### src/rtl/alarm_pkg.sv
// Shared types and constants for the alarm unit: FSM encoding, BCD limits
// and the power-on alarm time.
package alarm_pkg;

  typedef enum logic [1:0] {
    ST_IDLE    = 2'd0,
    ST_RINGING = 2'd1,
    ST_SNOOZE  = 2'd2
  } state_e;

  localparam logic [7:0] HOUR_MAX = 8'h23;
  localparam logic [7:0] MIN_MAX  = 8'h59;
  localparam logic [7:0] RST_HOUR = 8'h07;
  localparam logic [7:0] RST_MIN  = 8'h00;

endpackage

### src/rtl/alarm_unit_bcd_mod_inc.sv
// Combinational packed-BCD +1 that wraps to 00 once the value equals max_val.
module bcd_mod_inc (
  input  logic [7:0] val,
  input  logic [7:0] max_val,
  output logic [7:0] inc
);

  always_comb begin
    inc = 8'h00;
    if (val == max_val) begin
      inc = 8'h00;
    end else if (val[3:0] >= 4'd9) begin
      inc = {val[7:4] + 4'd1, 4'd0};
    end else begin
      inc = {val[7:4], val[3:0] + 4'd1};
    end
  end

endmodule

### src/rtl/alarm_unit.sv
// Alarm clock stage: user-set BCD alarm time, time-match trigger and a
// RINGING/SNOOZE state machine driving a 1 s on / 1 s off gated tone.
module alarm_unit
  import alarm_pkg::*;
#(
  parameter int RING_S     = 60,
  parameter int SNOOZE_S   = 300,
  parameter int MAX_SNOOZE = 3
) (
  input  logic       CP,
  input  logic       CR,
  input  logic       EN_1HZ,
  input  logic [7:0] Q_H,
  input  logic [7:0] Q_M,
  input  logic [7:0] Q_S,
  input  logic       AL_EN,
  input  logic       SET,
  input  logic       H_UP,
  input  logic       M_UP,
  input  logic       SNOOZE,
  input  logic       STOP,
  input  logic       CP_TONE,
  output logic [7:0] A_H,
  output logic [7:0] A_M,
  output logic       RING,
  output logic       SNZ_ACT,
  output logic       AUDIO,
  output logic [1:0] dbg_state
);

  localparam int CNT_MAX = (RING_S > SNOOZE_S) ? RING_S : SNOOZE_S;
  localparam int CW      = (CNT_MAX > 1) ? $clog2(CNT_MAX) : 1;
  localparam int SW      = (MAX_SNOOZE > 0) ? $clog2(MAX_SNOOZE + 1) : 1;

  localparam logic [CW-1:0] RING_LAST   = CW'(RING_S - 1);
  localparam logic [CW-1:0] SNOOZE_LAST = CW'(SNOOZE_S - 1);
  localparam logic [SW-1:0] SNZ_LIMIT   = SW'(MAX_SNOOZE);

  state_e        state, state_n;
  logic [CW-1:0] sec_cnt, sec_cnt_n;
  logic [SW-1:0] snz_cnt, snz_cnt_n;
  logic          beep_phase, beep_phase_n;
  logic [7:0]    h_inc, m_inc;
  logic          time_match;

  bcd_mod_inc u_hour_inc (
    .val     (A_H),
    .max_val (HOUR_MAX),
    .inc     (h_inc)
  );

  bcd_mod_inc u_min_inc (
    .val     (A_M),
    .max_val (MIN_MAX),
    .inc     (m_inc)
  );

  // Hour and minute are independent: no carry from minute wrap into hour.
  always_ff @(posedge CP or posedge CR) begin
    if (CR) begin
      A_H <= RST_HOUR;
      A_M <= RST_MIN;
    end else if (SET) begin
      if (H_UP) A_H <= h_inc;
      if (M_UP) A_M <= m_inc;
    end
  end

  assign time_match = EN_1HZ && (Q_H == A_H) && (Q_M == A_M) && (Q_S == 8'h00);

  always_comb begin
    state_n      = state;
    sec_cnt_n    = sec_cnt;
    snz_cnt_n    = snz_cnt;
    beep_phase_n = beep_phase;
    if (!AL_EN || SET) begin
      state_n      = ST_IDLE;
      sec_cnt_n    = '0;
      snz_cnt_n    = '0;
      beep_phase_n = 1'b0;
    end else begin
      case (state)
        ST_IDLE: begin
          if (time_match) begin
            state_n      = ST_RINGING;
            sec_cnt_n    = '0;
            snz_cnt_n    = '0;
            beep_phase_n = 1'b1;
          end
        end
        ST_RINGING: begin
          // Buttons are checked before the 1 Hz timeout so they always win.
          if (STOP) begin
            state_n      = ST_IDLE;
            beep_phase_n = 1'b0;
          end else if (SNOOZE) begin
            if (snz_cnt < SNZ_LIMIT) begin
              state_n   = ST_SNOOZE;
              snz_cnt_n = snz_cnt + SW'(1);
              sec_cnt_n = '0;
            end else begin
              state_n      = ST_IDLE;
              beep_phase_n = 1'b0;
            end
          end else if (EN_1HZ) begin
            if (sec_cnt == RING_LAST) begin
              state_n      = ST_IDLE;
              beep_phase_n = 1'b0;
            end else begin
              sec_cnt_n    = sec_cnt + CW'(1);
              beep_phase_n = ~beep_phase;
            end
          end
        end
        ST_SNOOZE: begin
          if (STOP) begin
            state_n      = ST_IDLE;
            beep_phase_n = 1'b0;
          end else if (EN_1HZ) begin
            if (sec_cnt == SNOOZE_LAST) begin
              state_n      = ST_RINGING;
              sec_cnt_n    = '0;
              beep_phase_n = 1'b1;
            end else begin
              sec_cnt_n = sec_cnt + CW'(1);
            end
          end
        end
        default: begin
          state_n = ST_IDLE;
        end
      endcase
    end
  end

  always_ff @(posedge CP or posedge CR) begin
    if (CR) begin
      state      <= ST_IDLE;
      sec_cnt    <= '0;
      snz_cnt    <= '0;
      beep_phase <= 1'b0;
      RING       <= 1'b0;
      SNZ_ACT    <= 1'b0;
      AUDIO      <= 1'b0;
    end else begin
      state      <= state_n;
      sec_cnt    <= sec_cnt_n;
      snz_cnt    <= snz_cnt_n;
      beep_phase <= beep_phase_n;
      RING       <= (state_n == ST_RINGING);
      SNZ_ACT    <= (state_n == ST_SNOOZE);
      AUDIO      <= (state_n == ST_RINGING) && beep_phase_n && CP_TONE;
    end
  end

  assign dbg_state = state;

endmodule

### config.mk
export PLATFORM = sky130hd
export DESIGN_NAME = alarm_unit
export DESIGN_NICKNAME = d
export VERILOG_FILES = /design/src/rtl/alarm_pkg.sv /design/src/rtl/alarm_unit_bcd_mod_inc.sv /design/src/rtl/alarm_unit.sv
export SDC_FILE = /design/constraint.sdc
export NUM_CORES = 1
export LEC_CHECK = 0
export CAP_MARGIN = 0
export CORE_ASPECT_RATIO = 1.2
export CORE_MARGIN = 1.5
export CORE_UTILIZATION = 36
export CTS_CLUSTER_DIAMETER = 100
export DETAILED_ROUTE_END_ITERATION = 8
export PLACE_DENSITY = 0.72
export SYNTH_ARGS = -nofsm -noshare
export SYNTH_HDL_FRONTEND = slang
export SYNTH_SLANG_ARGS = --single-unit
### constraint.sdc
create_clock -name CP -period 2.02 [get_ports CP]
set_input_delay 0.303 -clock CP [delete_from_list [all_inputs] [get_ports CP]]
set_output_delay 0.303 -clock CP [all_outputs]
set_load 0.1 [all_outputs]
==> results of run 1 <==
## stage by stage
stage               std cells  setup TNS [ns]  total power (uW)  hold slack [ns]  cell area [um^2]
detailed placement        421          -4.718              3168           0.4789              3232
global route              433         -0.2091              3852           0.4677              3408
floorplan                 253         -0.8579              2494           0.4291              2362
finish                    433        -0.05130              3654           0.4072              3408
global placement          421          -3.045              3140           0.4740              3232
CTS                       429               0              3680           0.4256              3322
## layer usage
metal,wire (um),vias to the layer above,GRT usage
met2,3259,51,0.3238
met1,2564,1068,0.2410
met4,72,0,0.05357
li1,-,1114,-
met3,335,6,0.04933
met5,0,-,0
## state kept, by name (all words and copies together), names as in the netlist
register	cells
SNZ_ACT	1
beep_phase	1
RING	1
AUDIO	1
A_H	8
sec_cnt	9
A_M	8
snz_cnt	2
dbg_state	2
## timing repair
item	CTS	global route
buffers inserted	0	4
endpoints found under the setup margin	9	14
resized for setup	2	13
pin swaps	0	7
cloned	0	0
## power breakdown
| part | switching [uW] | internal [uW] | total (uW) |
|---|---|---|---|
| logic | 1460 | 687 | 2150 |
| registers | 147 | 852 | 999 |
| clock network | 267 | 238 | 505 |
| total | 1880 | 1780 | 3650 |
## cells in the mapped netlist, types with 4 or more instances
| master | count | area share |
|---|---|---|
| inv_1 | 14 | 0.023 |
| nand2b_1 | 8 | 0.022 |
| nand2_1 | 15 | 0.025 |
| nor3_1 | 9 | 0.020 |
| nor2b_1 | 7 | 0.019 |
| nand4_1 | 8 | 0.022 |
| dfrtp_1 | 30 | 0.33 |
| ha_1 | 16 | 0.088 |
| o21ai_0 | 22 | 0.048 |
| a21o_1 | 4 | 0.013 |
| a21oi_1 | 7 | 0.015 |
| or2b_1 | 4 | 0.013 |
| nand3_1 | 13 | 0.029 |
| nor2_1 | 15 | 0.025 |
| xnor2_1 | 16 | 0.061 |
| and3_1 | 4 | 0.011 |
| o31ai_1 | 14 | 0.046 |
## cells by family after synthesis
family / after synthesis
AO/OA/AOI/OAI: 63
flip-flops: 33
AND/OR/NAND/NOR: 103
adder cells (fa/ha/maj): 16
XOR/XNOR: 17
buffers and inverters: 19
multiplexers: 2
## final timing paths
kind / slack, ns / depth (start not counted) / end
setup / recovery: -0.05 / 8 / AUDIO
hold / removal: 0.41 / 3 / sec_cnt[0]
setup reg to reg: -0.05 / 8 / AUDIO
hold reg to reg: 0.49 / 1 / snz_cnt[0]
max in group asynchronous: 1.26 / 3 / A_M[1]
min in group CP: 0.49 / 1 / snz_cnt[0]
## worst reg2reg max path: stages, from the launching register on
cell and delay, ns:
dfrtp_4 0.52, inv_4 0.08, ha_4 0.15, nor4bb_1 0.18, and4_2 0.27, a211oi_2 0.06
a221o_1 0.35, a31oi_2 0.19, and4_1 0.21
## final cells by class
cell class / count / area, um^2
well taps: 82 / 102.6
clock inverters: 3 / 17.52
flip-flops and latches: 33 / 872.1
fillers: 561 / 2681
repair buffers: 95 / 835.8
inverters: 14 / 55.05
multi-input cells: 201 / 1456
clock buffers: 5 / 68.82
==> results.toml, run 1 <==
[detailed_routing]
avgViaCountPerCell = 5.171
first_pass_iters = 4
wire_per_inst_um = 14.39
post-route-drc-count = 0
routed_wirelength_um = 6231
vias = 2239
antenna_left = 0
drt_iter0_markers = 86

[place]
gp_congestion = 0.8901
place_ws_ns = -0.4283
hpwl_um = 4803
placement.io_buffers = 54

[yosys]
synth_compound_area_frac = 0.1794
ys_ff_latch = 33
synth_cells = 253
ys_warn_count = 0
synth_edf_count = 0
seq_area_frac_synth = 0.3637
muxShareOfSynthArea = 0.009325
ys_types = 52
synth-xor-area-share = 0.06528
async_flop_share = 1.000
synth_nets = 303
synth_top_family_by_area = "simple AND/OR/NAND/NOR gates"
synth_area_um2 = 2281
synthSimpleGateAreaFrac = 0.2584
synth_adder_area_share = 0.08777
syn_avg_cell_area_um2 = 9.016
synthFlopType = "dfrtp_1"

[critical_path]
critPathKind = "flip-flop to flip-flop"
required_ns = 2.25
crit_chain = "inv_4 -> ha_4 -> nor4bb_1 -> and4_2 -> a211oi_2 -> a221o_1 -> a31oi_2 -> and4_1"
crit_path_start = "dbg_state[0]"
crit_slowest_cell = "dfrtp_4"
cp.arrival_ns = 2.30
cp_num_buf_inv = 1
critPathLaunchType = "flip-flop"
worstSetupEndpointType = "flip-flop"
worst-path-max-fanout = 5
rr_startpoint = "dbg_state[0]"
path_delay_family = "simple AND/OR/NAND/NOR gates"
cpPeakStageDelay_ns = 0.52

[run_status]
status = "complete, but fails checks"
violations = "negative setup slack"

[run]
max-cap-violations = 0

[floorplanning]
start_util = 0.3746
die_x_um = 75.67
pin_count = 55
die_h_um = 90.20
die_area_um2 = 6825
core_area_um2 = 6090
rows = 31

[cts]
tritoncts = "done"
path_clk_slew_ns = 0.08
cts.path.max_buffers = 2
clock_latency_ns = 0.29
cts_hold_buf = 0
cts_buffers = 5
clock-root-buffer = "clkbuf_8"
htree_levels = 2
clock_sinks = 33

[timing]
rsz0062_at_grt = "true"
setup_ws_ns = -0.05130
hold_viol = 0
worst_clock_skew_ns = 0.007716
finalSetupViolations = 1
finalCritPeriodShare = 1.025
drv_slew = 0
period_minus_slack_ns = 2.071
worst_pin_slew_ns = 0.4538
clock.fmax_mhz = 482.8
relSlewSlack = 0.6968

[power_and_ir_drop]
power_density_nw_per_um2 = 1072
ir_worst_vdd_mv = 1.059
leakagePower_uw = 0.001473

[global_route]
gr-usage-all-layers = 0.1935
overflow = 0
grt_max_degree = 34
antenna_found_initial = 0
grt_pass1_wl_um = 10270
first_global_vias = 2184

[finish]
final_nets = 400
final_layout_size_suffix_gt1_frac = 0.3219
layout_commonest_cell = "buf_4"
diodes = 0
final_util = 0.5597
layout_common_cells = "buf_4, clkdlybuf4s50_1, o21ai_0, xnor2_1"
syn_to_final_growth_pct = 49.42

[worst_hold_path]
hold_class = "primary input to async pin"
Power figures use the tool's default switching activity.
==> run 2: changes to the inputs <==
--- a/config.mk
+++ b/config.mk
@@ -5,7 +5,7 @@
 export SDC_FILE = /design/constraint.sdc
 export NUM_CORES = 1
 export LEC_CHECK = 0
-export CAP_MARGIN = 0
+export CAP_MARGIN = 20
 export CORE_ASPECT_RATIO = 1.2
 export CORE_MARGIN = 1.5
 export CORE_UTILIZATION = 36
==> results of run 2 <==
No change in the layout: final DEF, timing and power equal those of run 1.
